## src/rtl/psi_chunk_sched.sv

```systemverilog
// Chunked bitmap private-set-intersection sequencer: ANDs N party bitmaps arriving
// C bits at a time into a W-bit accumulator, then streams the result and its popcount.
module psi_chunk_sched #(
    parameter int N     = 4,
    parameter int W     = 16,
    parameter int C     = 4,
    parameter int CNT_W = $clog2(W + 1)
) (
    input  logic             clk,
    input  logic             rst_n,
    input  logic             start,
    input  logic             abort,
    input  logic             in_valid,
    output logic             in_ready,
    input  logic [C-1:0]     in_data,
    output logic             out_valid,
    input  logic             out_ready,
    output logic [C-1:0]     out_data,
    output logic             busy,
    output logic             done,
    output logic [CNT_W-1:0] card
);
    localparam int K  = W / C;
    localparam int KW = (K > 1) ? $clog2(K) : 1;
    localparam int PW = $clog2(N);

    typedef enum logic [1:0] {IDLE, LOAD, DRAIN} state_t;

    state_t            state, state_nxt;
    logic [KW-1:0]     k;
    logic [PW-1:0]     p;
    logic [C-1:0]      acc [K];
    logic              k_last, p_last;
    logic              in_xfer, out_hs, run_go;
    logic [CNT_W-1:0]  chunk_pop;

    assign k_last = (k == KW'(K - 1));
    assign p_last = (p == PW'(N - 1));

    always_ff @(posedge clk or negedge rst_n) begin
        if (!rst_n) state <= IDLE;
        else        state <= state_nxt;
    end

    // abort wins over any handshake in the same cycle
    always_comb begin
        state_nxt = state;
        in_ready  = 1'b0;
        out_valid = 1'b0;
        busy      = 1'b0;
        in_xfer   = 1'b0;
        out_hs    = 1'b0;
        run_go    = 1'b0;
        case (state)
            IDLE: begin
                if (start && !abort) begin
                    run_go    = 1'b1;
                    state_nxt = LOAD;
                end
            end
            LOAD: begin
                in_ready = 1'b1;
                busy     = 1'b1;
                in_xfer  = in_valid && !abort;
                if (abort)                              state_nxt = IDLE;
                else if (in_xfer && p_last && k_last)   state_nxt = DRAIN;
            end
            DRAIN: begin
                out_valid = 1'b1;
                busy      = 1'b1;
                out_hs    = out_ready && !abort;
                if (abort)                  state_nxt = IDLE;
                else if (out_hs && k_last)  state_nxt = IDLE;
            end
            default: state_nxt = IDLE;
        endcase
    end

    assign out_data = (state == DRAIN) ? acc[k] : '0;

    always_comb begin
        chunk_pop = '0;
        for (int i = 0; i < C; i++)
            chunk_pop = chunk_pop + CNT_W'(out_data[i]);
    end

    always_ff @(posedge clk or negedge rst_n) begin
        if (!rst_n) begin
            k    <= '0;
            p    <= '0;
            card <= '0;
            done <= 1'b0;
        end else begin
            done <= 1'b0;
            if (run_go) begin
                k    <= '0;
                p    <= '0;
                card <= '0;
            end else if (in_xfer) begin
                if (k_last) begin
                    k <= '0;
                    p <= p_last ? '0 : p + 1'b1;
                end else begin
                    k <= k + 1'b1;
                end
            end else if (out_hs) begin
                card <= card + chunk_pop;
                k    <= k_last ? '0 : k + 1'b1;
                done <= k_last;
            end
        end
    end

    // party 0 overwrites, so no clear is needed between runs
    always_ff @(posedge clk or negedge rst_n) begin
        if (!rst_n) begin
            for (int j = 0; j < K; j++) acc[j] <= '0;
        end else if (in_xfer) begin
            for (int j = 0; j < K; j++)
                if (k == KW'(j))
                    acc[j] <= (p == '0) ? in_data : (acc[j] & in_data);
        end
    end
endmodule

```

## config.mk

```make
export PLATFORM = sky130hd
export DESIGN_NAME = psi_chunk_sched
export DESIGN_NICKNAME = d
export VERILOG_FILES = /design/src/rtl/psi_chunk_sched.sv
export SDC_FILE = /design/constraint.sdc
export NUM_CORES = 1
export LEC_CHECK = 0
export CAP_MARGIN = 20
export CORE_ASPECT_RATIO = 0.8
export CORE_MARGIN = 1
export CORE_UTILIZATION = 54
export DETAILED_ROUTE_END_ITERATION = 16
export GPL_TIMING_DRIVEN = 0
export HOLD_SLACK_MARGIN = 0.03
export PLACE_DENSITY = 0.89
export SLEW_MARGIN = 10
export SYNTH_ARGS = -nofsm -noshare
export SYNTH_HDL_FRONTEND = slang
export SYNTH_SLANG_ARGS = --single-unit
```

## constraint.sdc

```tcl
create_clock -name clk -period 4.4 [get_ports clk]
set_input_delay 1.1 -clock clk [delete_from_list [all_inputs] [get_ports clk]]
set_output_delay 1.1 -clock clk [all_outputs]
set_load 0.02 [all_outputs]
```

After elaboration in Yosys (flattened, before gate mapping)
Cells that the tools add are included.
- muxes and demuxes: 35
- bitwise gates (word level): 5
- magnitude comparators: 1
- equal/unequal tests: 10
- reduce and logical (&&, ||, !) cells: 22
- $add $sub $neg: 6
- operators by type and width (cell ; number):
    $mux W4 ; 7
    $mux W2 ; 13
    $and A4 B4 Y4 ; 4
    $mux W5 ; 3
    $reduce_and A2 Y1 ; 6
    $mux W1 ; 10
    $bmux W4 S2 ; 1
    $eq A2 B2 Y1 const B ; 4
    $logic_and A1 B1 Y1 ; 6
    $logic_not A2 Y1 ; 3
    $ne A3 B3 Y1 const B ; 2
    $pmux W2 S3 ; 1
    $reduce_bool A2 Y1 ; 3
    $add A5 B4 Y5 ; 1
    $add A2 B1 Y2 const B ; 2
    $add A3 B1 Y4 ; 1
    $eq A2 B1 Y1 const B ; 2
    $add A2 B1 Y3 ; 1
    $ge A3 B3 Y1 const B ; 1
    $not A2 Y3 ; 1
    $reduce_and A3 Y1 ; 1
    $reduce_bool A3 Y1 ; 1
    $add A1 B1 Y2 ; 1
    $ne A2 B1 Y1 const B ; 1
    other kinds (3) ; 3
- output and inout bits: 13
- flip-flop bits (word level): 28
- input port bits: 10

Depth between registers and ports, before layout
Gate-level depths: netlist of the first run.
- depth after elaboration: 12
- gate-level depth with buffers: 10
- depth with buffers taken out: 9

Worst setup path before layout of the first run
Ideal clock, no wire load.
- path type: register -> register
- start point: register k[1]
- end point: register card[4]
- cell stages (with the launch flop): 10
- clock period less this slack: 3.135 ns
- setup time: 0.077 ns
- arrival time: 3.058 ns
- slack: 1.265 ns
- buffers on the path: 1
- cell sequence: dfrtp_1 > buf_2 > mux2_2 > o211ai_1 > fa_1 > fa_1 > fa_1 > nand3b_1 > or4_1 > a21oi_1
- cells in the longest elaborated chain, start to end: 12
- RTL lines (element ; RTL line ; RTL):
    from (decl) ; 30 ; logic [KW-1:0] k;
    from (signal assigned) ; 104 ; k <= k + 1'b1;
    from (signal assigned) ; 108 ; k <= k_last ? '0 : k + 1'b1;
    $not A2 Y3 (not written as such) (*) ; 79 ; assign out_data = (state == DRAIN) ? acc[k] : '0;
    $bmux W4 S2 (*) ; 79 ;
    $mux W4 (not written as such) (*) (2 in series) ; 79 ;
    $mux W4 (*) ; 79 ;
    $add A1 B1 Y2 ; 84 ; chunk_pop = chunk_pop + CNT_W'(out_data[i]);
    $add A2 B1 Y3 ; 84 ;
    $add A3 B1 Y4 (*) ; 84 ;
    $add A5 B4 Y5 (*) ; 107 ; card <= card + chunk_pop;
    $mux W5 (*) ; 106 ; end else if (out_hs) begin
    $mux W5 (*) ; 99 ; end else if (in_xfer) begin
    $mux W5 (*) ; 95 ; if (run_go) begin
    to (signal assigned) ; 107 ;
    to (decl) ; 21 ; output logic [CNT_W-1:0] card
Every way passes the cells marked *; elsewhere a longest branch is shown, timed or not. The select of a mux whose other input is x is not followed.
A chain may end at the register's enable or synchronous reset.

Worst setup path in the final report of the first run
Same ends and word-level chain as after synthesis.

==> run_results.csv, run 1 <==
group,metric,value,unit
placed_design,port_buffers,22,
route,drt_first_iter_violations,146,
timing,period_minus_slack,3370,ps
setup_path,crit_fanout,10,
grt,grt_pass1_vias,1284,
setup_path,worst-endpoint-arrival,3590,ps
logic_synthesis,synth-seq-area-share,41.82,%
grt,grt_antenna_before_repair,0,
timing,fin_setup_tns,0,ps
placed_design,post-place-ws,1024,ps
timing,final_hold_viol_count,0,
timing,fmax,296.7,MHz
clocking,post_cts_buffers,0,
route,vias,1306,
route,drt-total-wl,3681,microns
placed_design,hpwl,2804,microns
final_layout,areaGrowthSynthToFinish,20.16,%
clocking,htreeDepth,1,
logic_synthesis,yosysWarningCount,0,
route,first_pass_iters,4,
clocking,cts_buffer_depth,2,
route,drcViolationCount,0,
timing,timing.final.crit_share,76.60,%
final_layout,layout_common_cells,"dfrtp_1, clkdlybuf4s50_1, o22a_1",
die,coreArea,2850,sq um
logic_synthesis,synth_edf_count,0,
status,run_status,"complete, no violations",
grt,grt_pass1_wl,6127,microns
die,dieArea,3331,sq um
route,ant_nets,0,
clocking,clk_pin_slew_worst_paths,100,ps
flow_run,drv_cap,0,
timing,setup_viol,0,
logic_synthesis,syn_area,1675,sq um
route,avgRoutedWirePerCell,17.20,microns
logic_synthesis,netlist_instances,149,
pwr,irDropWorstVdd,289.7,uV
placed_design,gp_congestion,0.8725,
timing,fin_ws,1030,ps
logic_synthesis,syn_avg_cell_area,11.24,sq um
die,rows,17,
pwr,cellLeakagePower,0.0008793,uW
die,initial_core_util,58.78,%
grt,grt.total_usage,25.12,%
logic_synthesis,ys_types,38,
clocking,clock_latency,290,ps
logic_synthesis,ys.flop_type,"dfrtp_1",
route,via_per_inst,6.103,
grt,grt_max_degree,20,
final_layout,diodes,0,
timing,rsz0062_at_grt,"no",
die,die_w,64.28,microns
clocking,cts_sinks,28,
final_layout,drive_gt1_share,12.50,%
pwr,p_per_area,506.6,nW/um^2
clocking,cts_hold_buf,0,
clocking,numCtsBuffers,3,
clocking,cts_resized,0,
die,pin_count,23,
logic_synthesis,synth-seq-cells,28,
setup_path,start_kind,"flip-flop",
setup_path,cp-end-kind,"flip-flop",
clocking,cts_root_buf,"clkbuf_8",
setup_path,required,4620,ps
timing,clock_skew,13.85,ps
hold_path,hp-class,"flip-flop to flip-flop",
timing,max_slew_margin,68.92,%
logic_synthesis,syn_nets,173,
final_layout,nNetsFinal,201,
clocking,cts_tree,"done",
die,die_y,51.82,microns
timing,worst_slew_pin_slew,464.8,ps
timing,drv_slew,0,
logic_synthesis,ys_async_sr_fraction,100.0,%
grt,grt_overflow,0,
setup_path,path_class,"flip-flop to flip-flop",
final_layout,final_common_cell,"dfrtp_1",
-- path summary, 6_finish.rpt --
check	start	end	slack [ps]	cells after the start
setup / recovery	k[1]$_DFFE_PN0P_	card[4]$_DFFE_PN0P_	1030	9
hold / removal	acc[10]$_DFFE_PN0P_	acc[10]$_DFFE_PN0P_	490	1
setup reg to reg	k[1]$_DFFE_PN0P_	card[4]$_DFFE_PN0P_	1030	9
hold reg to reg	acc[10]$_DFFE_PN0P_	acc[10]$_DFFE_PN0P_	490	1
max in group asynchronous	rst_n	acc[9]$_DFFE_PN0P_	2770	2
min in group asynchronous	rst_n	acc[11]$_DFFE_PN0P_	1140	1
-- critical path, stage by stage (launching register included) --
cell and delay [ps]:
dfrtp_1 370, buf_2 270, mux2_2 380, o211ai_1 230
fa_1 470, fa_1 420, fa_1 430, nand3b_1 190
or4_1 400, a21oi_1 160
-- state kept, by name, summed over array words and instances (netlist names) --
name	flops
p	2
card	5
k	2
acc	16
state	2
done	1
-- layout make-up --
cell class | instances | area (sq um)
tap | 38 | 47.55
multi-input combinational | 104 | 893.4
sequential | 28 | 700.7
timing repair buffer | 23 | 235.2
fill | 200 | 837.1
clock buffer | 4 | 55.05
buffer | 6 | 40.04
inverter | 11 | 41.29
-- metal layers --
metal  routed length [microns]  track usage (%)
met5                         0                0
met1                      1565            31.23
met4                        61            9.259
met3                       149            5.044
met2                      1905            43.68
-- cell usage after synthesis, drive strengths merged, types with 3 or more instances --
master	count	area, sq um
buf	4	32.53
mux2i	4	40.04
a21oi	9	45.04
nand2	11	41.29
o21ai	4	20.02
fa	3	60.06
or3	3	21.27
inv	11	41.29
o211ai	4	30.03
o22a	16	140.1
o211a	4	40.04
and3	4	25.02
mux2	6	67.56
or4	3	22.52
ha	11	137.6
dfrtp	28	700.7
nor2b	3	18.77
-- logic make-up (layout without fill, tap and decap cells) --
group,after synthesis,after routing,synth area share (%)
mux,10,10,6.423
compound gates,43,43,20.54
simple gates,37,37,14.56
flops,28,28,41.82
buf+inv,17,44,4.854
fa+ha+maj,14,14,11.80
-- power breakdown --
group          leakage [uW]  internal [uW]  switching [uW]
clock             0.0000288           80.4            82.1
sequential         0.000361            339            57.0
combinational      0.000490            221             240
-- metrics by stage --
step | hold WS [ps] | instance area, sq um | total power, uW | utilization (%) | std cells
3_3_place_gp | 467.6 | 1943 | 824.5 | 68.17 | 209
5_1_grt | 514.9 | 2013 | 1084 | 70.63 | 214
2_1_floorplan | 454.4 | 1675 | 707.3 | - | 149
4_1_cts | 498.0 | 2013 | 1017 | 70.63 | 214
3_5_place_dp | 476.9 | 1958 | 859.7 | 68.70 | 210
6_report | 492.4 | 2013 | 1020 | 70.63 | 214
Note: power is estimated with default switching activity, not from simulation.
==> inputs of run 2 (changes only) <==
Clock period 4.4 ns to 3.4 ns, I/O delays scaled along.
==> run_results.csv, run 2 (synthesized netlist as in run 1, its figures left out) <==
group,metric,value,unit
status,run_status,"complete, no violations",
pwr,pwr-share-clk,15.6,%
route,vias,1299,
grt,grt.total_usage,25.12,%
placed_design,port_buffers,22,
placed_design,place_area,1958,sq um
pwr,seq_power_share,38.6,%
die,die_w,64.28,microns
clocking,cts_tree,"done",
grt,grt_pass1_wl,6127,microns
final_layout,layout_common_cells,"dfrtp_1, clkdlybuf4s50_1, o22a_1",
route,drcViolationCount,0,
setup_path,cp-end-kind,"flip-flop",
final_layout,areaGrowthSynthToFinish,20.69,%
grt,grtUsageMet2,43.68,%
pwr,internal_power,835.8,uW
timing,hold_ws,492.2,ps
placed_design,hpwl,2804,microns
timing,worst_slew_pin_slew,469.4,ps
grt,grt_antenna_before_repair,0,
setup_path,crit_fanout,10,
die,dieArea,3331,sq um
timing,setup_viol,0,
final_layout,design_area,2022,sq um
clocking,cts_sinks,28,
route,drt_first_iter_violations,145,
timing,final_hold_viol_count,0,
timing,timing.final.crit_share,94.45,%
setup_path,required,3610,ps
timing,rsz0062_at_grt,"no",
timing,fin_ws,188.6,ps
final_layout,nNetsFinal,201,
hold_path,hp-class,"flip-flop to flip-flop",
die,die_y,51.82,microns
clocking,clock_latency,280,ps
final_layout,final_common_cell,"dfrtp_1",
timing,max_slew_margin,68.71,%
setup_path,start_kind,"flip-flop",
placed_design,gp_congestion,0.8725,
timing,period_minus_slack,3211,ps
placed_design,post-place-ws,23.51,ps
final_layout,top_register,"acc",
die,rows,17,
timing,fin_setup_tns,0,ps
route,via_per_inst,6.070,
final_layout,fillers,200,
pwr,comb_power_share,45.8,%
clocking,cts_buffer_depth,2,
pwr,switchingPower,496.2,uW
route,drt-total-wl,3765,microns
grt,busiest_layer,"met2",
clocking,cts_root_buf,"clkbuf_8",
setup_path,worst-endpoint-arrival,3420,ps
clocking,clk_pin_slew_worst_paths,100,ps
pwr,p_per_area,658.8,nW/um^2
die,initial_core_util,58.78,%
grt,grt_max_degree,20,
clocking,numCtsBuffers,3,
timing,fmax,311.4,MHz
final_layout,diodes,0,
route,avgRoutedWirePerCell,17.59,microns
clocking,htreeDepth,1,
route,ant_nets,0,
pwr,switching_share,37.25,%
die,pin_count,23,
final_layout,reg.largest.list,"acc (16), card (5)",
pwr,cellLeakagePower,0.0008810,uW
setup_path,path_class,"flip-flop to flip-flop",
grt,grt_overflow,0,
grt,grt.met3_usage,5.044,%
final_layout,drive_gt1_share,13.07,%
grt,grt_pass1_vias,1284,
route,first_pass_iters,4,
timing,drv_slew,0,
grt,grtUsageMet1,31.23,%
timing,clock_skew,9.325,ps
die,coreArea,2850,sq um
pwr,irDropWorstVdd,374.1,uV
flow_run,drv_cap,0,
final_layout,largest_reg_flops,16,
[run 2: cell counts in the layout (fill, tap and decap cells not counted)]
Identical to the previous run, type by type.
[run 2: what timing repair did]
item                                    in CTS  in global routing
hold buffers                                 0                  0
setup buffers                                0                  0
hold endpoints to repair                     0                  0
endpoints found under the setup margin       0                  3
resized for setup                            0                  4
[run 2: final cells by class]
type | count | area [sq um] | area share, %
Sequential cell | 28 | 700.7 | 34.65
Inverter | 11 | 41.29 | 2.042
Tap cell | 38 | 47.55 | 2.351
Multi-Input combinational cell | 104 | 895.9 | 44.31
Buffer | 6 | 46.29 | 2.290
Clock buffer | 4 | 55.05 | 2.723
Timing Repair Buffer | 23 | 235.2 | 11.63
[run 2: worst paths after layout]
kind / endpoint / from / slack, ps / cells after the start
max in group asynchronous: acc[9]$_DFFE_PN0P_ / rst_n / 2030 / 2
min reg2reg: acc[10]$_DFFE_PN0P_ / acc[10]$_DFFE_PN0P_ / 490 / 1
max reg2reg: card[4]$_DFFE_PN0P_ / k[1]$_DFFE_PN0P_ / 190 / 9
max: card[4]$_DFFE_PN0P_ / k[1]$_DFFE_PN0P_ / 190 / 9
min in group asynchronous: acc[11]$_DFFE_PN0P_ / rst_n / 880 / 1
min: acc[10]$_DFFE_PN0P_ / acc[10]$_DFFE_PN0P_ / 490 / 1
[run 2: metrics by stage]
step                      power [uW]  utilization, %  cells
after floorplan                915.3               -    149
after global placement          1067           68.17    209
after detailed placement        1112           68.70    210
after CTS                       1316           70.63    214
after global routing            1416           70.94    214
final                           1332           70.94    214
[run 2: layer usage]
metal / vias to the layer above / part of all wire, %
met2: 46 / 52
met1: 642 / 41
met4: 0 / 2.4
met5: - / 0
met3: 8 / 5.2
li1: 603 / -
[run 2: worst max-delay path: stages, from the launching register on]
cell and delay (ps):
dfrtp_1 390, buf_6 170, mux2_2 360, o211ai_1 230, fa_1 470, fa_2 370, fa_1 420, nand3b_1 190
or4_1 400, a21oi_1 150
[run 2: power groups by stage]
| stage | registers [uW] | clock network [uW] | logic (uW) |
|---|---|---|---|
| final | 515 | 207 | 610 |
| after floorplan | 500 | 0 | 415 |
| after global placement | 505 | 0 | 562 |
| after CTS | 511 | 211 | 595 |
| after detailed placement | 519 | 0 | 594 |
| after global routing | 525 | 221 | 670 |
==> inputs of run 3 (changes only) <==
Settings changed: CORE_UTILIZATION 54 to 62, DONT_BUFFER_PORTS from default to 1, PLACE_DENSITY 0.89 to 0.88.
==> run_results.csv, run 3 (synthesized netlist as in run 1, its figures left out) <==
group,metric,value,unit
final_layout,fin_cells,189,
grt,grt.total_usage,25.94,%
grt,grt_overflow,0,
route,via_per_inst,6.344,
timing,drv_slew,0,
die,rows,16,
clocking,cts_sinks,28,
final_layout,reg.largest.list,"acc (16), card (5)",
timing,period_minus_slack,3268,ps
grt,grt_max_degree,29,
clocking,cts_root_buf,"clkbuf_4",
setup_path,worst-endpoint-arrival,3550,ps
final_layout,nNetsFinal,178,
timing,rsz0062_at_grt,"no",
die,dieArea,2916,sq um
final_layout,diodes,0,
final_layout,fillers,176,
clocking,clock_latency,330,ps
die,die_y,48.50,microns
clocking,cts_buffer_depth,2,
route,drcViolationCount,0,
grt,grt_pass1_vias,1226,
placed_design,gp_congestion,0.8105,
clocking,clk_pin_slew_worst_paths,150,ps
clocking,cts_hold_buf,0,
placed_design,port_buffers,0,
die,initial_core_util,66.95,%
timing,worst_slew_pin_slew,428.5,ps
setup_path,crit_fanout,10,
clocking,numCtsBuffers,3,
grt,grt_antenna_before_repair,0,
timing,setup_viol,0,
setup_path,start_kind,"flip-flop",
pwr,p_per_area,678.1,nW/um^2
route,drt_first_iter_violations,70,
pwr,cellLeakagePower,0.0007827,uW
timing,max_slew_margin,71.43,%
setup_path,required,3680,ps
final_layout,drive_gt1_share,14.38,%
pwr,irDropWorstVdd,397.4,uV
placed_design,dp_cells,185,
setup_path,cp-end-kind,"flip-flop",
clocking,cts_tree,"done",
die,pin_count,23,
timing,final_hold_viol_count,0,
route,ant_nets,0,
placed_design,hpwl,2568,microns
setup_path,path_class,"flip-flop to flip-flop",
route,vias,1199,
final_layout,layout_common_cells,"dfrtp_1, o22a_1, nand2_1, inv_1, ha_1",
timing,timing.final.crit_share,96.12,%
timing,fin_setup_tns,0,ps
route,first_pass_iters,4,
final_layout,final_common_cell,"dfrtp_1",
grt,grt_pass1_wl,5644,microns
timing,clock_skew,7.364,ps
timing,fmax,306.0,MHz
hold_path,hp-class,"input port to asynchronous set/reset pin",
setup_path,r2r_slack,130,ps
status,run_status,"complete, no violations",
die,die_w,60.12,microns
final_layout,top_register,"acc",
route,drt-total-wl,3364,microns
die,coreArea,2502,sq um
final_layout,areaGrowthSynthToFinish,5.377,%
clocking,htreeDepth,1,
final_layout,largest_reg_flops,16,
flow_run,drv_cap,0,
route,avgRoutedWirePerCell,17.80,microns
## run 3: layer usage
layer / vias to the layer above / GRT usage (%) / part of all wire (%)
met5: - / 0 / 0
li1: 554 / - / -
met2: 37 / 40.66 / 48
met3: 6 / 5.615 / 5.9
met1: 602 / 36.74 / 45
met4: 0 / 5.814 / 1.0
## run 3: path summary, 6_finish.rpt
check	startpoint	endpoint	cells after the start
max reg2reg	k[1]$_DFFE_PN0P_	card[4]$_DFFE_PN0P_	9
min	rst_n	acc[14]$_DFFE_PN0P_	0
min in group clk	acc[11]$_DFFE_PN0P_	acc[11]$_DFFE_PN0P_	1
min reg2reg	acc[11]$_DFFE_PN0P_	acc[11]$_DFFE_PN0P_	1
max in group asynchronous	rst_n	acc[1]$_DFFE_PN0P_	0
max	k[1]$_DFFE_PN0P_	card[4]$_DFFE_PN0P_	9
## run 3: timing repair
item / CTS / global route
setup endpoints to repair: 0 / 1
endpoints found under the hold margin: 0 / 0
resized for setup: 0 / 5
buffers inserted: 0 / 0
## run 3: per-stage QoR
stage / hold slack [ps] / instance area (sq um) / power, uW / utilization [%] / setup slack [ps]
5_1_grt: 152.5 / 1765 / 1275 / 70.55 / 12.44
6_report: 180.5 / 1765 / 1197 / 70.55 / 131.9
2_1_floorplan: 454.4 / 1675 / 915.3 / - / 264.6
3_5_place_dp: 476.8 / 1720 / 1030 / 68.75 / 57.53
3_3_place_gp: 466.1 / 1720 / 986.7 / 68.75 / 99.35
4_1_cts: 173.1 / 1757 / 1191 / 70.20 / 37.68
## run 3: worst max-delay path: stages (launching register included)
cell and delay, ps:
dfrtp_1 430, buf_6 180, mux2_2 350, o211ai_1 220, fa_1 470, fa_1 410, fa_1 410, nand3b_1 190
or4_1 410, a21oi_1 140
## run 3: cell type report
cell class | instances | area [sq um] | share of cell area [%]
inverters | 11 | 41.29 | 2.339
well taps | 36 | 45.04 | 2.551
multi-input cells | 104 | 895.9 | 50.74
flip-flops and latches | 28 | 700.7 | 39.69
clock buffers | 4 | 36.28 | 2.055
plain buffers | 6 | 46.29 | 2.622
## run 3: power breakdown
| group | switching, uW | internal (uW) | leakage, uW |
|---|---|---|---|
| clock network | 98.3 | 65.7 | 0.0000210 |
| logic | 283 | 231 | 0.000401 |
| registers | 81.2 | 438 | 0.000361 |
